==> src/rtl/issue_pkg.sv <==
// Shared issue-stage types and constants.
// - src_t / entry_t: renamed uop with two source operands (valid = operand ready).
// - write_req_t: issue queue write port payload {valid, entry}.
// - wake_req_t: result/retire broadcast {valid, preg id}.
// - snoop_src / snoop_entry: apply one cycle of wake/retire broadcasts to operands.
package issue_pkg;

  localparam int unsigned PREG_W       = 6;
  localparam int unsigned ALU_WAKE_NUM = 2;
  localparam int unsigned COMMIT_WIDTH = 2;

  typedef logic [PREG_W-1:0] preg_t;

  typedef struct packed {
    logic  valid;
    logic  forward_en;
    preg_t pid;
  } src_t;

  typedef struct packed {
    logic [31:0] pc;
    logic [3:0]  op;
    preg_t       dst;
    src_t        src1;
    src_t        src2;
  } entry_t;

  typedef struct packed {
    logic   valid;
    entry_t entry;
  } write_req_t;

  typedef struct packed {
    logic  valid;
    preg_t id;
  } wake_req_t;

  typedef wake_req_t [ALU_WAKE_NUM-1:0] wake_vec_t;
  typedef wake_req_t [COMMIT_WIDTH-1:0] retire_vec_t;

  // A retired producer's value lives in the register file, so forwarding is
  // disabled even if an ALU wake hits the same operand in the same cycle.
  function automatic src_t snoop_src(input src_t src, input wake_vec_t wake,
                                     input retire_vec_t retire);
    src_t s;
    s = src;
    for (int unsigned j = 0; j < ALU_WAKE_NUM; j++) begin
      if (wake[j].valid && (wake[j].id == src.pid)) s.valid = 1'b1;
    end
    for (int unsigned k = 0; k < COMMIT_WIDTH; k++) begin
      if (retire[k].valid && (retire[k].id == src.pid)) begin
        s.valid      = 1'b1;
        s.forward_en = 1'b0;
      end
    end
    return s;
  endfunction

  function automatic entry_t snoop_entry(input entry_t e, input wake_vec_t wake,
                                         input retire_vec_t retire);
    entry_t r;
    r      = e;
    r.src1 = snoop_src(e.src1, wake, retire);
    r.src2 = snoop_src(e.src2, wake, retire);
    return r;
  endfunction

endpackage

==> src/rtl/alu_dispatch_fifo.sv <==
// dispatch_fifo: DEPTH-entry circular buffer, DW-wide compacting enqueue, 1-wide dequeue.
// Ports:
// - clk        clock
// - clear      synchronous clear of head/tail/count (reset or flush)
// - enq_en     enqueue the valid lanes of enq_entry this cycle
// - enq_valid  per-lane valid; valid lanes are packed in lane order starting at tail
// - enq_entry  per-lane uop to store
// - deq_en     pop the head entry
// - upd_entry  next value for every stored slot (snooped copy of entries)
// - entries    raw storage, exposed for the snoop update and head read
// - head       head pointer
// - count      number of valid entries (0..DEPTH)
module dispatch_fifo
  import issue_pkg::*;
#(
  parameter int unsigned DEPTH = 4,
  parameter int unsigned DW    = 2,
  localparam int unsigned AW   = $clog2(DEPTH),
  localparam int unsigned CW   = AW + 1
) (
  input  logic               clk,
  input  logic               clear,
  input  logic               enq_en,
  input  logic [DW-1:0]      enq_valid,
  input  entry_t [DW-1:0]    enq_entry,
  input  logic               deq_en,
  input  entry_t [DEPTH-1:0] upd_entry,
  output entry_t [DEPTH-1:0] entries,
  output logic [AW-1:0]      head,
  output logic [CW-1:0]      count
);

  entry_t [DEPTH-1:0] mem_q, mem_d;
  logic [AW-1:0]      head_q, head_d, tail_q, tail_d;
  logic [CW-1:0]      count_q, count_d;
  logic [AW-1:0]      slot;
  logic [CW-1:0]      accepted;

  always_comb begin
    mem_d    = upd_entry;
    slot     = tail_q;
    accepted = '0;
    if (enq_en) begin
      for (int unsigned i = 0; i < DW; i++) begin
        if (enq_valid[i]) begin
          mem_d[slot] = enq_entry[i];
          slot        = slot + AW'(1);
          accepted    = accepted + CW'(1);
        end
      end
    end
    tail_d  = slot;
    head_d  = deq_en ? head_q + AW'(1) : head_q;
    count_d = count_q + accepted - CW'(deq_en);
    if (clear) begin
      head_d  = '0;
      tail_d  = '0;
      count_d = '0;
    end
  end

  always_ff @(posedge clk) begin
    head_q  <= head_d;
    tail_q  <= tail_d;
    count_q <= count_d;
  end

  // Storage needs no reset: count gates every use of it.
  always_ff @(posedge clk) begin
    mem_q <= mem_d;
  end

  assign entries = mem_q;
  assign head    = head_q;
  assign count   = count_q;

endmodule

==> src/rtl/alu_dispatch.sv <==
// alu_dispatch: buffers up to DW renamed uops per cycle and feeds them, oldest first, into the
// ALU issue queue's single write port, keeping operand readiness current via wake/retire snoop.
// Ports:
// - clk, reset  clock; synchronous active-high reset
// - flush       pipeline flush; empties the buffer at the next edge
// - in_valid    per-lane uop valid (lane 0 oldest)
// - in_entry    per-lane renamed uop
// - in_ready    buffer can take a full DW-lane group (registered state only)
// - wake        ALU result broadcasts
// - retire      ROB retire broadcasts
// - iq_full     issue queue has no free slot
// - wen         issue queue write enable
// - write       buffer head with current-cycle snoop applied
module alu_dispatch
  import issue_pkg::*;
#(
  parameter int unsigned DW    = 2,
  parameter int unsigned DEPTH = 4
) (
  input  logic              clk,
  input  logic              reset,
  input  logic              flush,
  input  logic [DW-1:0]     in_valid,
  input  entry_t [DW-1:0]   in_entry,
  output logic              in_ready,
  input  wake_vec_t         wake,
  input  retire_vec_t       retire,
  input  logic              iq_full,
  output logic              wen,
  output write_req_t        write
);

  localparam int unsigned AW = $clog2(DEPTH);
  localparam logic [AW:0] ReadyMax = (AW + 1)'(DEPTH - DW);

  entry_t [DEPTH-1:0] entries, entries_snooped;
  entry_t [DW-1:0]    in_snooped;
  logic [AW-1:0]      head;
  logic [AW:0]        count;
  logic               empty, enq_en;

  // The queue snoops only what it has already stored, so whatever we hand it
  // must already include this cycle's broadcasts.
  always_comb begin
    for (int unsigned i = 0; i < DW; i++) begin
      in_snooped[i] = snoop_entry(in_entry[i], wake, retire);
    end
    for (int unsigned i = 0; i < DEPTH; i++) begin
      entries_snooped[i] = snoop_entry(entries[i], wake, retire);
    end
  end

  always_comb begin
    empty       = (count == '0);
    in_ready    = (count <= ReadyMax);
    enq_en      = in_ready & ~flush & ~reset;
    // write.valid ignores iq_full so the queue's full logic cannot loop back.
    write.valid = ~empty;
    write.entry = entries_snooped[head];
    wen         = write.valid & ~iq_full & ~flush & ~reset;
  end

  dispatch_fifo #(
    .DEPTH (DEPTH),
    .DW    (DW)
  ) u_fifo (
    .clk       (clk),
    .clear     (reset | flush),
    .enq_en    (enq_en),
    .enq_valid (in_valid),
    .enq_entry (in_snooped),
    .deq_en    (wen),
    .upd_entry (entries_snooped),
    .entries   (entries),
    .head      (head),
    .count     (count)
  );

endmodule

==> config.mk <==
export PLATFORM = sky130hd
export DESIGN_NAME = alu_dispatch
export DESIGN_NICKNAME = d
export VERILOG_FILES = /design/src/rtl/issue_pkg.sv /design/src/rtl/alu_dispatch_fifo.sv /design/src/rtl/alu_dispatch.sv
export SDC_FILE = /design/constraint.sdc
export NUM_CORES = 1
export LEC_CHECK = 0
export CAP_MARGIN = 20
export CORE_MARGIN = 2
export CORE_UTILIZATION = 45
export CTS_CLUSTER_SIZE = 24
export DETAILED_ROUTE_END_ITERATION = 7
export HOLD_SLACK_MARGIN = 0.1
export PLACE_DENSITY = 0.67
export SLEW_MARGIN = 20
export SYNTH_ARGS = -nofsm -noshare
export SYNTH_HDL_FRONTEND = slang
export SYNTH_HIERARCHICAL = 1
export SYNTH_SLANG_ARGS = --single-unit
==> constraint.sdc <==
create_clock -name clk -period 3.6 [get_ports clk]
set_clock_uncertainty 0.15 [all_clocks]
set_input_delay 0.72 -clock clk [delete_from_list [all_inputs] [get_ports clk]]
set_output_delay 0.72 -clock clk [all_outputs]
set_load 0.02 [all_outputs]
==> results of run 1 <==
## routing by layer
layer / global-route usage (%) / vias to the layer above / wire length, µm
met4: 14.7 / 0 / 2770
met5: 0 / - / 0
met1: 43.4 / 8065 / 25600
met2: 53.6 / 1168 / 30100
li1: - / 7195 / -
met3: 7.55 / 213 / 7490
## report_power, final
group	internal, µW	total (µW)	leakage [µW]	switching (µW)
Clock	1720	2870	0.000440	1150
Sequential	3250	3810	0.00199	567
Combinational	1720	3220	0.00542	1500
Total	6690	9900	0.00785	3210
## kinds of logic after synthesis
kind of cell             Yosys count  share of synthesized area, %
flip-flops                       239                          29.4
buffers and inverters            381                          10.9
AO/OA/AOI/OAI                    487                          21.4
XOR/XNOR                         294                          15.8
adder cells (fa/ha/maj)            9                         0.737
multiplexers                      60                          8.07
AND/OR/NAND/NOR                  395                          13.7
## critical path: stages
cell	delay [ps]
dlygate4sd2_1	260
buf_12	150
xnor2_1	130
nand3_1	110
o22ai_2	90
or4_4	540
mux4_2	540
buf_6	160
## Yosys cell counts, types with 60 or more instances
cell type	instances	area (µm²)
o221ai_1	96	841
o21ai_0	222	1110
nand2_1	68	255
nand4_1	106	663
buf_2	67	335
dfxtp_1	239	4780
xor2_1	98	858
inv_1	133	499
xnor2_1	196	1720
and3_1	60	375
nor3_1	62	310
clkbuf_1	118	443
## metrics by stage
step / area, µm² / power, µW / hold slack (ps) / setup slack [ps] / util, %
detailed placement: 19500 / 6930 / 317 / -589 / 54.9
finish: 20800 / 9900 / 334 / 16.3 / 58.6
floorplan: 16300 / 5630 / 301 / 170 / -
CTS: 20800 / 9820 / 336 / 0.477 / 58.4
global route: 20800 / 10300 / 350 / -0.0444 / 58.6
global placement: 19500 / 6870 / 315 / -574 / 54.8
## cell type report
class | instances | area share (%)
multi-input combinational | 1245 | 47.5
timing repair buffer | 401 | 20.0
tap | 461 | 2.77
inverter | 133 | 2.40
clock buffer | 38 | 3.58
antenna | 1 | 0.0120
clock inverter | 9 | 0.762
sequential | 239 | 23.0
## registers in the layout (all words and copies together) (netlist names)
register and count:
u_fifo/count 3, u_fifo/entries 232, u_fifo/tail_q 2, u_fifo/head 2
## timing repair
item | CTS | global route
endpoints found under the setup margin | 4 | 5
resized for setup | 52 | 32
setup buffers | 17 | 4
pin swaps | 2 | 6
gates cloned | 5 | 1
hold endpoints to repair | 0 | 0
## worst min-delay path by stage
| stage | end | depth (start not counted) | from |
|---|---|---|---|
| 4_1_cts | u_fifo/entries[138] | 1 | u_fifo/entries[138] |
| 3_5_place_dp | u_fifo/entries[138] | 1 | u_fifo/entries[138] |
| 2_1_floorplan | u_fifo/entries[116] | 1 | u_fifo/entries[116] |
| 6_report | u_fifo/entries[132] | 1 | u_fifo/entries[132] |
| 5_1_grt | u_fifo/entries[171] | 1 | u_fifo/entries[171] |
| 3_3_place_gp | u_fifo/entries[154] | 1 | u_fifo/entries[154] |
==> results.tsv, run 1 <==
stage	metric	value	unit
yosys	syn nets	2024	
yosys	main flop type after synthesis	dfxtp_1	
layout	Layout fillers	3061	
worst_setup_path	CP Launch Type	input port	
run	MaxCap Viol Count	0	
grt	initial antenna violation count	1	
detailed_routing	WL/cell	26.1	µm
pwr	VDD IR max	395	µV
clock_tree	CTS tree	built	
sta	max frequency	279	MHz
layout	commonest non-fill, non-tap cells in the layout	dfxtp_1, o21ai_0, xnor2_1, clkdlybuf4s50_1, buf_4	
place	Port Buffer Count	210	
pwr	leakage	0.00785	µW
sta	min Tclk post-route	3580	ps
sta	Final Cycle Share	99.5	%
worst_setup_path	crit path to	write[7]	
grt	All-Layer GR Usage	33.5	%
clock_tree	Skew-Pair Late Insertion Delay	550	ps
floorplanning	Site Rows	69	
worst_setup_path	reg2reg start	u_fifo/tail_q[0]	
floorplanning	core region area	35600	µm²
place	Routability Congestion	1.10	
floorplanning	initial core utilization	45.8	%
yosys	sequential fraction of the synthesis area	29.4	%
floorplanning	Die Area	37700	µm²
worst_setup_path	reg-to-reg setup timing slack	900	ps
sta	slew margin rel.	47.1	%
yosys	yosys warns	6	
floorplanning	I/O Pins	211	
detailed_routing	TritonRoute pass-1 iters	5	
yosys	Post-synth ARST share	0	%
min_path	hold crit path type	reg2reg	
place	DP Cell Count	2452	
sta	max-slew violations	0	
clock_tree	Hold-fix buffers, CTS	0	
detailed_routing	vias per cell	6.59	
floorplanning	Die Width	194	µm
detailed_routing	DRC	0	
grt	global route overflow	0	
layout	share of layout cells above drive strength 1	17.8	%
clock_tree	CTS Buffer Depth	3	
clock_tree	Reg clk slew, reported paths	60	ps
worst_setup_path	Critical Path RT	2730	ps
worst_setup_path	critical path peak fanout	9	
layout	Layout area overhead	28.0	%
grt	first-pass GRT wire length	100	mm
yosys	Post-Syn Area	16300	µm²
clock_tree	H-tree depth	1	
worst_setup_path	crit path from	retire[5]	
worst_setup_path	Worst R2R End	u_fifo/entries[124]	
layout	Final nets	2205	
grt	vias in the first global route	16619	
detailed_routing	DRT Wirelength	65.9	mm
sta	Final setup viols	0	
yosys	Netlist cell types	53	
grt	largest net degree at the start of global routing	82	
place	Detail Placement HPWL	42.6	mm
yosys	Synth Instances	1865	
pwr	Power per Cell Area	475	nW/µm²
detailed_routing	post-route ant nets	0	
layout	Cell Count, Final, Fillers Out	2527	
clock_tree	Root Buffer Master	clkbuf_16	
worst_setup_path	WS Path Type	in2out	
detailed_routing	DR vias	16641	
yosys	Avg Inst Size Synth	8.73	µm²
worst_setup_path	Worst setup EP type	output port	
clock_tree	total clock sinks	239	
sta	measured slew at the worst slew-check pin	793	ps
sta	Hold Vio Cnt, Final	0	
sta	total negative slack	0	ps
layout	most common cell after layout, fill and taps aside	dfxtp_1	
yosys	EDFF count, synth	0	
floorplanning	Die Y	194	µm
clock_tree	CTS buffer count	26	
detailed_routing	initial detailed-routing violation count	1771	
yosys	flops & latches, synth	239	
worst_setup_path	Arrival @ worst endpoint	2710	ps
outcome	status	finished, final reports clean	
worst_setup_path	R2R depth	6	
layout	area occupied by registers	4800	µm²
layout	multi-input gate area in the final layout	9890	µm²
Power figures use the tool's default switching activity.
==> run 2, diff against run 1 <==
--- a/config.mk
+++ b/config.mk
@@ -10,7 +10,7 @@
 export CORE_UTILIZATION = 45
 export CTS_CLUSTER_SIZE = 24
 export DETAILED_ROUTE_END_ITERATION = 7
-export HOLD_SLACK_MARGIN = 0.1
+export HOLD_SLACK_MARGIN = 0.06
 export PLACE_DENSITY = 0.67
 export SLEW_MARGIN = 20
 export SYNTH_ARGS = -nofsm -noshare
==> results of run 2 <==
No change in the layout: final DEF, timing and power equal those of run 1.
